--- config.mk ---
export PLATFORM = sky130hd
export DESIGN_NAME = adc_spi_sequencer_flat
export DESIGN_NICKNAME = d
export VERILOG_FILES = /design/src/rtl/adc_spi_sequencer_if.sv /design/src/rtl/adc_spi_sequencer.sv /design/src/flat_wrapper.sv
export SDC_FILE = /design/constraint.sdc
export NUM_CORES = 1
export LEC_CHECK = 0
export ABC_CLOCK_PERIOD_IN_PS = 4100
export BUFFER_PORTS_ARGS = -buffer_cell sky130_fd_sc_hd__clkbuf_2
export CAP_MARGIN = 0
export CELL_PAD_IN_SITES_DETAIL_PLACEMENT = 1
export CELL_PAD_IN_SITES_GLOBAL_PLACEMENT = 1
export CORE_MARGIN = 2
export CORE_UTILIZATION = 35
export CTS_BUF_LIST = sky130_fd_sc_hd__clkbuf_2 sky130_fd_sc_hd__clkbuf_4 sky130_fd_sc_hd__clkbuf_8
export CTS_CLUSTER_DIAMETER = 100
export CTS_CLUSTER_SIZE = 10
export DETAILED_ROUTE_END_ITERATION = 10
export GPL_TIMING_DRIVEN = 1
export PLACE_DENSITY = 0.66
export SYNTH_ARGS = -nofsm -noshare
export SYNTH_HDL_FRONTEND = slang
export SYNTH_SLANG_ARGS = --single-unit
--- constraint.sdc ---
create_clock -name clk -period 4.1 [get_ports clk]
set_input_delay 0.615 -clock clk [delete_from_list [all_inputs] [get_ports clk]]
set_output_delay 0.615 -clock clk [all_outputs]
set_load 0.1 [all_outputs]
--- src/rtl/adc_spi_sequencer_if.sv ---
// Avalon-MM slave bus bundle for adc_spi_sequencer.
//   avs_address   : register word address (4 bits)
//   avs_read      : read strobe, data returned one cycle later
//   avs_write     : write strobe
//   avs_writedata : write data (32 bits)
//   avs_readdata  : registered read data (32 bits)
//   irq           : level interrupt, done & irq_en
// The slave modport is used by the sequencer; the master modport by the bus owner.
interface adc_spi_sequencer_if;
  logic [3:0]  avs_address;
  logic        avs_read;
  logic        avs_write;
  logic [31:0] avs_writedata;
  logic [31:0] avs_readdata;
  logic        irq;

  modport slave (
    input  avs_address, avs_read, avs_write, avs_writedata,
    output avs_readdata, irq
  );

  modport master (
    output avs_address, avs_read, avs_write, avs_writedata,
    input  avs_readdata, irq
  );
endinterface

--- src/rtl/adc_spi_sequencer.sv ---
// Multi-channel SPI sequencer for LTC2308-class ADCs. CS_N doubles as CONVST.
// Sweeps a channel mask (single-shot or continuous), accounts for the
// converter's one-frame result pipeline and stores one result per channel.
// Ports:
//   clk, reset : system clock, synchronous active-high reset
//   avs        : Avalon-MM slave (CTRL @0, STATUS @1, RESULT_i @8+i) plus irq
//   adc_sclk   : SPI clock, idles low
//   adc_cs_n   : chip select / conversion start
//   adc_din    : config word to the ADC, MSB first
//   adc_dout   : result data from the ADC, sampled on sclk rising edges
module adc_spi_sequencer #(
  parameter int NUM_CH      = 8,
  parameter int DATA_W      = 12,
  parameter int CFG_W       = 6,
  parameter int SCLK_DIV    = 4,
  parameter int CONV_CYCLES = 80
) (
  input  logic                      clk,
  input  logic                      reset,
  adc_spi_sequencer_if.slave        avs,
  output logic                      adc_sclk,
  output logic                      adc_cs_n,
  output logic                      adc_din,
  input  logic                      adc_dout
);

  localparam int CNT_W = $clog2(CONV_CYCLES);
  localparam int DIV_W = $clog2(SCLK_DIV) + 1;
  localparam int BIT_W = $clog2(DATA_W) + 1;

  typedef enum logic [1:0] {IDLE = 2'd0, CONV = 2'd1, SHIFT = 2'd2, STORE = 2'd3} state_e;

  state_e              state_q, state_d;
  logic [CNT_W-1:0]    cnt_q, cnt_d;
  logic [DIV_W-1:0]    div_q, div_d;
  logic [BIT_W-1:0]    bit_q, bit_d;
  logic [DATA_W-1:0]   shreg_q, shreg_d;
  logic [2:0]          cur_ch_q, cur_ch_d;    // channel configured this frame
  logic [2:0]          prev_ch_q, prev_ch_d;  // channel whose result arrives this frame
  logic                first_q, first_d;      // frame 0: received data is stale
  logic                trail_q, trail_d;      // trailing frame of the sweep
  logic [NUM_CH-1:0]   sweep_mask_q, sweep_mask_d;
  logic                cont_q, cont_d;
  logic                irq_en_q, irq_en_d;
  logic [NUM_CH-1:0]   mask_q, mask_d;
  logic                busy_q, busy_d;
  logic                done_q, done_d;
  logic [DATA_W-1:0]   result_q [NUM_CH];
  logic [DATA_W-1:0]   result_d [NUM_CH];
  logic [NUM_CH-1:0]   valid_q, valid_d;
  logic [31:0]         readdata_q, readdata_d;
  logic                irq_q, irq_d;
  logic                sclk_q, sclk_d;
  logic                cs_n_q, cs_n_d;
  logic                din_q, din_d;

  logic                start_ok;
  logic [NUM_CH-1:0]   wr_mask;
  logic [2:0]          ridx;
  logic [3:0]          nxt_ch;
  logic                unused_ok;

  // Config bit j of the frame for channel ch: {1, ch[0], ch[2], ch[1], 1, 0}, zero padded.
  function automatic logic cfg_bit(input logic [2:0] ch, input int j);
    logic [5:0] w;
    w = {1'b1, ch[0], ch[2], ch[1], 1'b1, 1'b0};
    if ((j < CFG_W) && (j < 6)) return w[5-j];
    else return 1'b0;
  endfunction

  // Lowest enabled channel above 'after'; returns {found, channel}.
  function automatic logic [3:0] find_next(input logic [NUM_CH-1:0] m, input int after);
    logic [3:0] r;
    r = 4'd0;
    for (int i = NUM_CH - 1; i >= 0; i--) begin
      if (m[i] && (i > after)) r = {1'b1, 3'(i)};
    end
    return r;
  endfunction

  assign wr_mask   = avs.avs_writedata[8 +: NUM_CH];
  assign ridx      = avs.avs_address[2:0];
  assign unused_ok = ^avs.avs_writedata;

  assign adc_sclk         = sclk_q;
  assign adc_cs_n         = cs_n_q;
  assign adc_din          = din_q;
  assign avs.avs_readdata = readdata_q;
  assign avs.irq          = irq_q;

  // Next-state logic: register file, bus reads, sweep FSM and pin drive.
  always_comb begin
    state_d      = state_q;
    cnt_d        = cnt_q;
    div_d        = div_q;
    bit_d        = bit_q;
    shreg_d      = shreg_q;
    cur_ch_d     = cur_ch_q;
    prev_ch_d    = prev_ch_q;
    first_d      = first_q;
    trail_d      = trail_q;
    sweep_mask_d = sweep_mask_q;
    cont_d       = cont_q;
    irq_en_d     = irq_en_q;
    mask_d       = mask_q;
    busy_d       = busy_q;
    done_d       = done_q;
    result_d     = result_q;
    valid_d      = valid_q;
    readdata_d   = 32'd0;
    sclk_d       = sclk_q;
    cs_n_d       = cs_n_q;
    din_d        = din_q;
    start_ok     = 1'b0;
    nxt_ch       = 4'd0;

    if (avs.avs_write) begin
      case (avs.avs_address)
        4'd0: begin
          cont_d   = avs.avs_writedata[1];
          irq_en_d = avs.avs_writedata[2];
          mask_d   = wr_mask;
          start_ok = avs.avs_writedata[0] & ~busy_q & (|wr_mask);
        end
        4'd1:    done_d = done_q & ~avs.avs_writedata[1];
        default: done_d = done_q;
      endcase
    end else begin
      start_ok = 1'b0;
    end

    if (avs.avs_read) begin
      case (avs.avs_address)
        4'd0: begin
          readdata_d[1]            = cont_q;
          readdata_d[2]            = irq_en_q;
          readdata_d[8 +: NUM_CH]  = mask_q;
        end
        4'd1: readdata_d[1:0] = {done_q, busy_q};
        default: begin
          if (avs.avs_address[3] && (int'(ridx) < NUM_CH)) begin
            readdata_d[31]         = valid_q[ridx];
            readdata_d[DATA_W-1:0] = result_q[ridx];
            valid_d[ridx]          = 1'b0;
          end else begin
            readdata_d = 32'd0;
          end
        end
      endcase
    end else begin
      readdata_d = 32'd0;
    end

    // The FSM section comes after the bus section so a STORE set wins
    // over a same-cycle valid read-clear or done write-1-to-clear.
    case (state_q)
      IDLE: begin
        if (start_ok) begin
          nxt_ch       = find_next(wr_mask, -1);
          sweep_mask_d = wr_mask;
          cur_ch_d     = nxt_ch[2:0];
          prev_ch_d    = nxt_ch[2:0];
          first_d      = 1'b1;
          trail_d      = 1'b0;
          busy_d       = 1'b1;
          cnt_d        = '0;
          state_d      = CONV;
        end else begin
          state_d = IDLE;
        end
      end
      CONV: begin
        if (cnt_q == CNT_W'(CONV_CYCLES - 1)) begin
          state_d = SHIFT;
          cs_n_d  = 1'b0;
          sclk_d  = 1'b0;
          din_d   = cfg_bit(cur_ch_q, 0);
          div_d   = '0;
          bit_d   = '0;
        end else begin
          cnt_d = cnt_q + 1'b1;
        end
      end
      SHIFT: begin
        if (div_q == DIV_W'(SCLK_DIV - 1)) begin
          div_d  = '0;
          sclk_d = ~sclk_q;
          if (!sclk_q) begin
            shreg_d = {shreg_q[DATA_W-2:0], adc_dout};
          end else if (bit_q == BIT_W'(DATA_W - 1)) begin
            state_d = STORE;
            cs_n_d  = 1'b1;
            sclk_d  = 1'b0;
            din_d   = 1'b0;
          end else begin
            bit_d = bit_q + 1'b1;
            din_d = cfg_bit(cur_ch_q, int'(bit_q) + 1);
          end
        end else begin
          div_d = div_q + 1'b1;
        end
      end
      STORE: begin
        if (!first_q) begin
          result_d[prev_ch_q] = shreg_q;
          valid_d[prev_ch_q]  = 1'b1;
        end else begin
          valid_d = valid_d;
        end
        cnt_d   = '0;
        first_d = 1'b0;
        if (!trail_q) begin
          // More frames: advance to the next channel, or resend the last one.
          nxt_ch    = find_next(sweep_mask_q, int'(cur_ch_q));
          prev_ch_d = cur_ch_q;
          if (nxt_ch[3]) cur_ch_d = nxt_ch[2:0];
          else           trail_d  = 1'b1;
          state_d = CONV;
        end else begin
          done_d = 1'b1;
          if (cont_q && (|mask_q)) begin
            nxt_ch       = find_next(mask_q, -1);
            sweep_mask_d = mask_q;
            cur_ch_d     = nxt_ch[2:0];
            prev_ch_d    = nxt_ch[2:0];
            first_d      = 1'b1;
            trail_d      = 1'b0;
            state_d      = CONV;
          end else begin
            busy_d  = 1'b0;
            state_d = IDLE;
          end
        end
      end
      default: state_d = IDLE;
    endcase

    irq_d = done_q & irq_en_q;
  end

  // State and output registers with synchronous reset.
  always_ff @(posedge clk) begin
    if (reset) begin
      state_q      <= IDLE;
      cnt_q        <= '0;
      div_q        <= '0;
      bit_q        <= '0;
      shreg_q      <= '0;
      cur_ch_q     <= 3'd0;
      prev_ch_q    <= 3'd0;
      first_q      <= 1'b0;
      trail_q      <= 1'b0;
      sweep_mask_q <= '0;
      cont_q       <= 1'b0;
      irq_en_q     <= 1'b0;
      mask_q       <= '0;
      busy_q       <= 1'b0;
      done_q       <= 1'b0;
      result_q     <= '{default: '0};
      valid_q      <= '0;
      readdata_q   <= 32'd0;
      irq_q        <= 1'b0;
      sclk_q       <= 1'b0;
      cs_n_q       <= 1'b1;
      din_q        <= 1'b0;
    end else begin
      state_q      <= state_d;
      cnt_q        <= cnt_d;
      div_q        <= div_d;
      bit_q        <= bit_d;
      shreg_q      <= shreg_d;
      cur_ch_q     <= cur_ch_d;
      prev_ch_q    <= prev_ch_d;
      first_q      <= first_d;
      trail_q      <= trail_d;
      sweep_mask_q <= sweep_mask_d;
      cont_q       <= cont_d;
      irq_en_q     <= irq_en_d;
      mask_q       <= mask_d;
      busy_q       <= busy_d;
      done_q       <= done_d;
      result_q     <= result_d;
      valid_q      <= valid_d;
      readdata_q   <= readdata_d;
      irq_q        <= irq_d;
      sclk_q       <= sclk_d;
      cs_n_q       <= cs_n_d;
      din_q        <= din_d;
    end
  end

endmodule

--- src/flat_wrapper.sv ---
// flat-port wrapper written by rule: the top's interface ports become plain ports
module adc_spi_sequencer_flat 
#(
  parameter int NUM_CH      = 8,
  parameter int DATA_W      = 12,
  parameter int CFG_W       = 6,
  parameter int SCLK_DIV    = 4,
  parameter int CONV_CYCLES = 80
)
  (clk, reset, adc_sclk, adc_cs_n, adc_din, adc_dout, avs_avs_address, avs_avs_read, avs_avs_write, avs_avs_writedata, avs_avs_readdata, avs_irq);
  adc_spi_sequencer_if avs_i ();
  input  logic clk;
  input  logic reset;
  output logic adc_sclk;
  output logic adc_cs_n;
  output logic adc_din;
  input  logic adc_dout;
  input wire logic [$bits(avs_i.avs_address)-1:0] avs_avs_address;
  input wire logic [$bits(avs_i.avs_read)-1:0] avs_avs_read;
  input wire logic [$bits(avs_i.avs_write)-1:0] avs_avs_write;
  input wire logic [$bits(avs_i.avs_writedata)-1:0] avs_avs_writedata;
  output wire logic [$bits(avs_i.avs_readdata)-1:0] avs_avs_readdata;
  output wire logic [$bits(avs_i.irq)-1:0] avs_irq;
  assign avs_i.avs_address = avs_avs_address;
  assign avs_i.avs_read = avs_avs_read;
  assign avs_i.avs_write = avs_avs_write;
  assign avs_i.avs_writedata = avs_avs_writedata;
  assign avs_avs_readdata = avs_i.avs_readdata;
  assign avs_irq = avs_i.irq;
  adc_spi_sequencer #(.NUM_CH(NUM_CH), .DATA_W(DATA_W), .CFG_W(CFG_W), .SCLK_DIV(SCLK_DIV), .CONV_CYCLES(CONV_CYCLES)) u_core (.clk(clk), .reset(reset), .avs(avs_i), .adc_sclk(adc_sclk), .adc_cs_n(adc_cs_n), .adc_din(adc_din), .adc_dout(adc_dout));
endmodule
## After elaboration in Yosys (flattened, before gate mapping)

Index checks and enable logic that the tools add are counted.

| storage, ports and cells | value |
|---|---|
| register bits | 197 |
| bits in latches | 0 |
| memory bits (writable) | 0 |
| memory bits (read-only) | 0 |
| bits of input ports | 41 |
| output and inout port bits | 36 |
| logic and storage cells | 234 |
| memories kept | 0 |

| cells by class | value |
|---|---|
| add/sub/neg operators | 5 |
| multiply operators | 0 |
| divide/modulo/power cells | 0 |
| order comparisons | 16 |
| eq/ne operators | 19 |
| shift operators | 0 |
| mux-type cells | 113 |
| bitwise logic cells | 15 |
| reductions and logical operators | 36 |

Operators by type and width:

| cell | count |
|---|---|
| bitwise mux 96 bit | 1 |
| two-way mux 3 bit | 23 |
| two-way mux 8 bit | 8 |
| two-way mux 12 bit | 4 |
| binary-select mux 12 bit (select 3 bit) | 1 |
| demux 12 bit (select 3 bit) | 1 |
| two-way mux 4 bit | 9 |
| two-way mux 1 bit | 34 |
| less-than comparator 32 x 4 -> 1 bit (second input constant) | 1 |
| less-than comparator 32 x 5 -> 1 bit (second input constant) | 1 |
| one-hot mux 8 bit (2 select lines) | 2 |
| subtractor 4 x 32 -> 32 bit (first input constant) | 1 |
| one-hot mux 7 bit (3 select lines) | 1 |
| two-way mux 5 bit | 4 |
| AND reduction 4 bit | 5 |
| one-hot mux 1 bit (2 select lines) | 9 |
| one-hot mux 3 bit (2 select lines) | 3 |
| OR reduction 8 bit | 2 |
| two-way mux 7 bit | 2 |
| inequality test 2 x 1 -> 1 bit (second input constant) | 7 |
| > comparator 3 bit (first input constant) | 4 |
| AND reduction 3 bit | 4 |
| logical AND 1 bit | 11 |
| two-way mux 2 bit | 5 |
| other kinds (37) | 61 |

## Logic depth before layout (Yosys ltp)

| depth | value |
|---|---|
| depth after elaboration | 14 |
| gate-level depth with buffers | 9 |
| depth with buffers taken out | 9 |

## Least setup slack after synthesis

No wires, ideal clock.

| path | value |
|---|---|
| kind | register to register |
| start | register u_core.sclk_q, in the netlist u_core.adc_sclk |
| end | register u_core.bit_q[4] |
| setup time | 70 ps |
| arrival | 2403 ps |
| required time | 4030 ps |
| slack | 1627 ps |
| cell stages (with the launch flop) | 6 |
| buffers on the path | 0 |
| period minus slack after synthesis | 2473 ps |
| path through | dfxtp_1 -> nand3b_1 -> o21a_1 -> or3_1 -> or4_1 -> a21oi_1 |

| between the ends | value |
|---|---|
| longest elaborated chain between the ends | 2 |

RTL lines:

| element | RTL line | source |
|---|---|---|
| start, declared | adc_spi_sequencer.sv:53 | `logic sclk_q, sclk_d;` |
| start signal, assigned | adc_spi_sequencer.sv:286 | `sclk_q <= sclk_d;` |
| inequality test 2 x 1 -> 1 bit (no line) | -- |  |
| AND reduction 5 bit (no line) | -- |  |
| end signal, assigned | adc_spi_sequencer.sv:270 | `bit_q <= bit_d;` |
| end, declared | adc_spi_sequencer.sv:36 | `logic [BIT_W-1:0] bit_q, bit_d;` |

No other way between the ends.
A chain may end at the register's enable or synchronous reset.

## Worst setup path after layout

| path | value |
|---|---|
| start | input port avs_avs_address[3] |
| end | register u_core.cnt_q[5] |

| between the ends | value |
|---|---|
| longest elaborated chain between the ends | 5 |

RTL lines:

| element | RTL line | source |
|---|---|---|
| start, declared | flat_wrapper.sv:18 | `input wire logic [$bits(avs_i.avs_address)-1:0] avs_avs_address;` |
| logical NOT 4 bit | adc_spi_sequencer.sv:118 | `case (avs.avs_address)` |
| two-way mux 1 bit | adc_spi_sequencer.sv:118 |  |
| two-way mux 1 bit | adc_spi_sequencer.sv:117 | `if (avs.avs_write) begin` |
| inequality test 2 x 1 -> 1 bit (no line) | -- |  |
| AND reduction 3 bit (no line) | -- |  |
| end signal, assigned | adc_spi_sequencer.sv:268 | `cnt_q <= cnt_d;` |
| end, declared | adc_spi_sequencer.sv:34 | `logic [CNT_W-1:0] cnt_q, cnt_d;` |

No other way between the ends.

==> impl_metrics.csv <==
group,metric,value,unit
routing,vias_per_cell,5.30,
finish,drive_above_1_share,13.7,%
yosys,synth.distinct_cells,68,
yosys,synth_edf_count,0,
finish,final_common_cell,"dfxtp_1",
sta,max_freq,0.410,GHz
clock_tree,clkTransAtPathRegs,110,ps
finish,layout_common_cells,"181 x dfxtp_1, 139 x nand2_1, 102 x a21oi_1",
power_and_ir_drop,total_power,0.00368,W
clock_tree,ctsRootBufferMaster,"clkbuf_8",
clock_tree,cts-htree-levels,4,
sta,setup_viol,0,
floorplan,core_area,0.0235,mm^2
sta,tightest_slew,919,ps
worst_setup_path,cpMaxStageDelayCell,"o21ai_1",
worst_setup_path,crit_type,"input port to flop",
placed_design,place.port_buffers,40,
outcome,status,"finished clean",
floorplan,start_util,35.7,%
sta,fin_ws,1660,ps
routing,wl_per_cell,17.7,um
worst_setup_path,crit_arrival,2800,ps
worst_setup_path,cp_max_fo,20,
sta,hold_violations,0,
routing,vias,6940,
sta,grt_setup_unrepaired,"no",
sta,relSlewSlack,38.6,%
floorplan,die_h,159,um
clock_tree,clock_path_buffers,2,
power_and_ir_drop,p_leak,3.27,nW
worst_setup_path,cp-start-kind,"input port",
sta,finalCritPeriodShare,59.5,%
flow_run,cap_viol_max_count,0,
clock_tree,cts_tree,"done",
clock_tree,post-cts-setup-buffers,0,
grt,grt_pass1_vias,6997,
routing,drt_iter0_drc,438,
worst_setup_path,critical-path-max-stage-delay,520,ps
routing,drc,0,
sta,maxSlewViolCount,0,
clock_tree,clk_latency,470,ps
clock_tree,cts_buffers,17,
yosys,yosysWarnings,0,
yosys,async_flop_share,0,%
yosys,synthFlopType,"dfxtp_1",
sta,fin_skew,19.8,ps
finish,fin_nets,1028,
routing,postRouteAntennaNets,0,
finish,fill_cells,2748,
floorplan,rows,56,
worst_setup_path,endpoint_kind,"flop",
power_and_ir_drop,vdd_drop_max,0.195,mV
min_path,hold_path.class,"input port to flop",
clock_tree,cts.sinks,181,
floorplan,dieArea,0.0252,mm^2
yosys,ys_seq_area_share,43.3,%
power_and_ir_drop,power_density,401,mW/mm^2
finish,area_growth,9.59,%
grt,grt_usage,18.5,%
worst_setup_path,cpMostUsedCell,"buf_4",
placed_design,gp_congestion,0.777,
finish,fin_util,39.1,%
placed_design,dp_slack,1170,ps
worst_setup_path,cp.required,4460,ps
routing,dr.pass1.iters,4,
sta,finalSetupTns,0,ps
placed_design,dp_hpwl,15400,um
yosys,syn-instance-count,979,
floorplan,io_pins,77,
sta,fin_crit,2440,ps
yosys,syn_area,0.00838,mm^2
yosys,ys_ff_latch,181,
worst_setup_path,path_cells,"clkbuf_2 -> nor4_2 -> buf_4 -> nand2_1 -> buf_4 -> o21ai_1 -> nand3_1 -> o41ai_1",
grt,grt_max_degree,135,
routing,finalWirelength,23200,um
clock_tree,cts_resized,0,
grt,gr-total-overflow,0,
yosys,synth.avg_cell_area,8.56,um^2
floorplan,die_w,159,um
finish,antenna_cells,0,
grt,antenna_found_initial,0,
grt,grt_pass1_wl,37800,um
clock_tree,holdBufCountCts,0,
[cell usage after synthesis, drive strengths merged (15+ instances only)]
library cell  number  area [um^2]
nor2b             17          106
mux2              18          203
nand2            139          522
mux2i             66          661
clkbuf            61          230
a21oi            103          519
nor2             100          375
dfxtp            181         3620
a22oi             16          120
nand3             50          250
a211oi            15          113
inv               16         60.1
o21ai             23          115
buf               30          181
[layout make-up]
cell class,instances,area [um^2],share of cell area (%)
multi-input combinational,705,4360,47.5
sequential,181,3620,39.5
tap,319,399,4.35
timing repair buffer,57,343,3.73
clock buffer,17,234,2.55
clock inverter,15,161,1.76
inverter,16,60.1,0.654
[per-layer routing]
metal  track usage, %  up-vias  wire length, um
met2             30.8       74            11100
met3             2.87       17              503
met4             5.13        0              320
li1                 -     3425                -
met1             24.8     3424            11300
met5                0        -                0
[report_power, final]
| group | leakage (nW) | switching [W] | internal [W] |
|---|---|---|---|
| logic | 1.61 | 0.000457 | 0.000168 |
| registers | 1.46 | 0.0000407 | 0.00179 |
| clock network | 0.194 | 0.000761 | 0.000460 |
[flip-flops by register name, indices dropped and copies added, names as in the netlist, 2 cells and up]
| name | count |
|---|---|
| u_core.state_q | 2 |
| u_core.avs.avs_readdata | 17 |
| u_core.valid_q | 8 |
| u_core.cnt_q | 7 |
| u_core.sweep_mask_q | 7 |
| u_core.cur_ch_q | 3 |
| u_core.result_q | 96 |
| u_core.bit_q | 5 |
| u_core.div_q | 3 |
| u_core.prev_ch_q | 3 |
| u_core.shreg_q | 12 |
| u_core.mask_q | 8 |
[worst max-delay path, delay by kind of cell]
kind            cells  cell delay (ps)
compound gates      2              810
buf+inv             3              680
simple gates        3              680
[through the flow]
| step | hold WS [ps] | cells | area, um^2 |
|---|---|---|---|
| 3_5_place_dp | 447 | 1278 | 8780 |
| 6_report | 365 | 1310 | 9180 |
| 2_1_floorplan | 433 | 993 | 8430 |
| 3_3_place_gp | 439 | 1278 | 8780 |
| 4_1_cts | 346 | 1310 | 9180 |
| 5_1_grt | 348 | 1310 | 9180 |
[cells by family (layout without fill, tap and decap cells)]
logic type | count (synthesis) | after routing | synth area share (%)
AND/OR/NAND/NOR | 366 | 366 | 19.9
AO/OA/AOI/OAI | 218 | 218 | 16.2
flip-flops | 181 | 181 | 43.3
buffers and inverters | 107 | 105 | 5.63
multiplexers | 96 | 96 | 13.5
adder cells (fa/ha/maj) | 9 | 9 | 1.34
other | 1 | 15 | 0.0448
XOR/XNOR | 1 | 1 | 0.105
[worst paths after layout]
check,endpoint,from,slack (ps),cells past startpoint
min reg2reg,u_core.result_q[1],u_core.result_q[1],460,2
min,u_core.shreg_q[0],adc_dout,360,3
max reg2reg,u_core.shreg_q[5],u_core.state_q[0],1720,7
max,u_core.cnt_q[5],avs_avs_address[3],1660,8
Note: power is estimated with default switching activity, not from simulation.
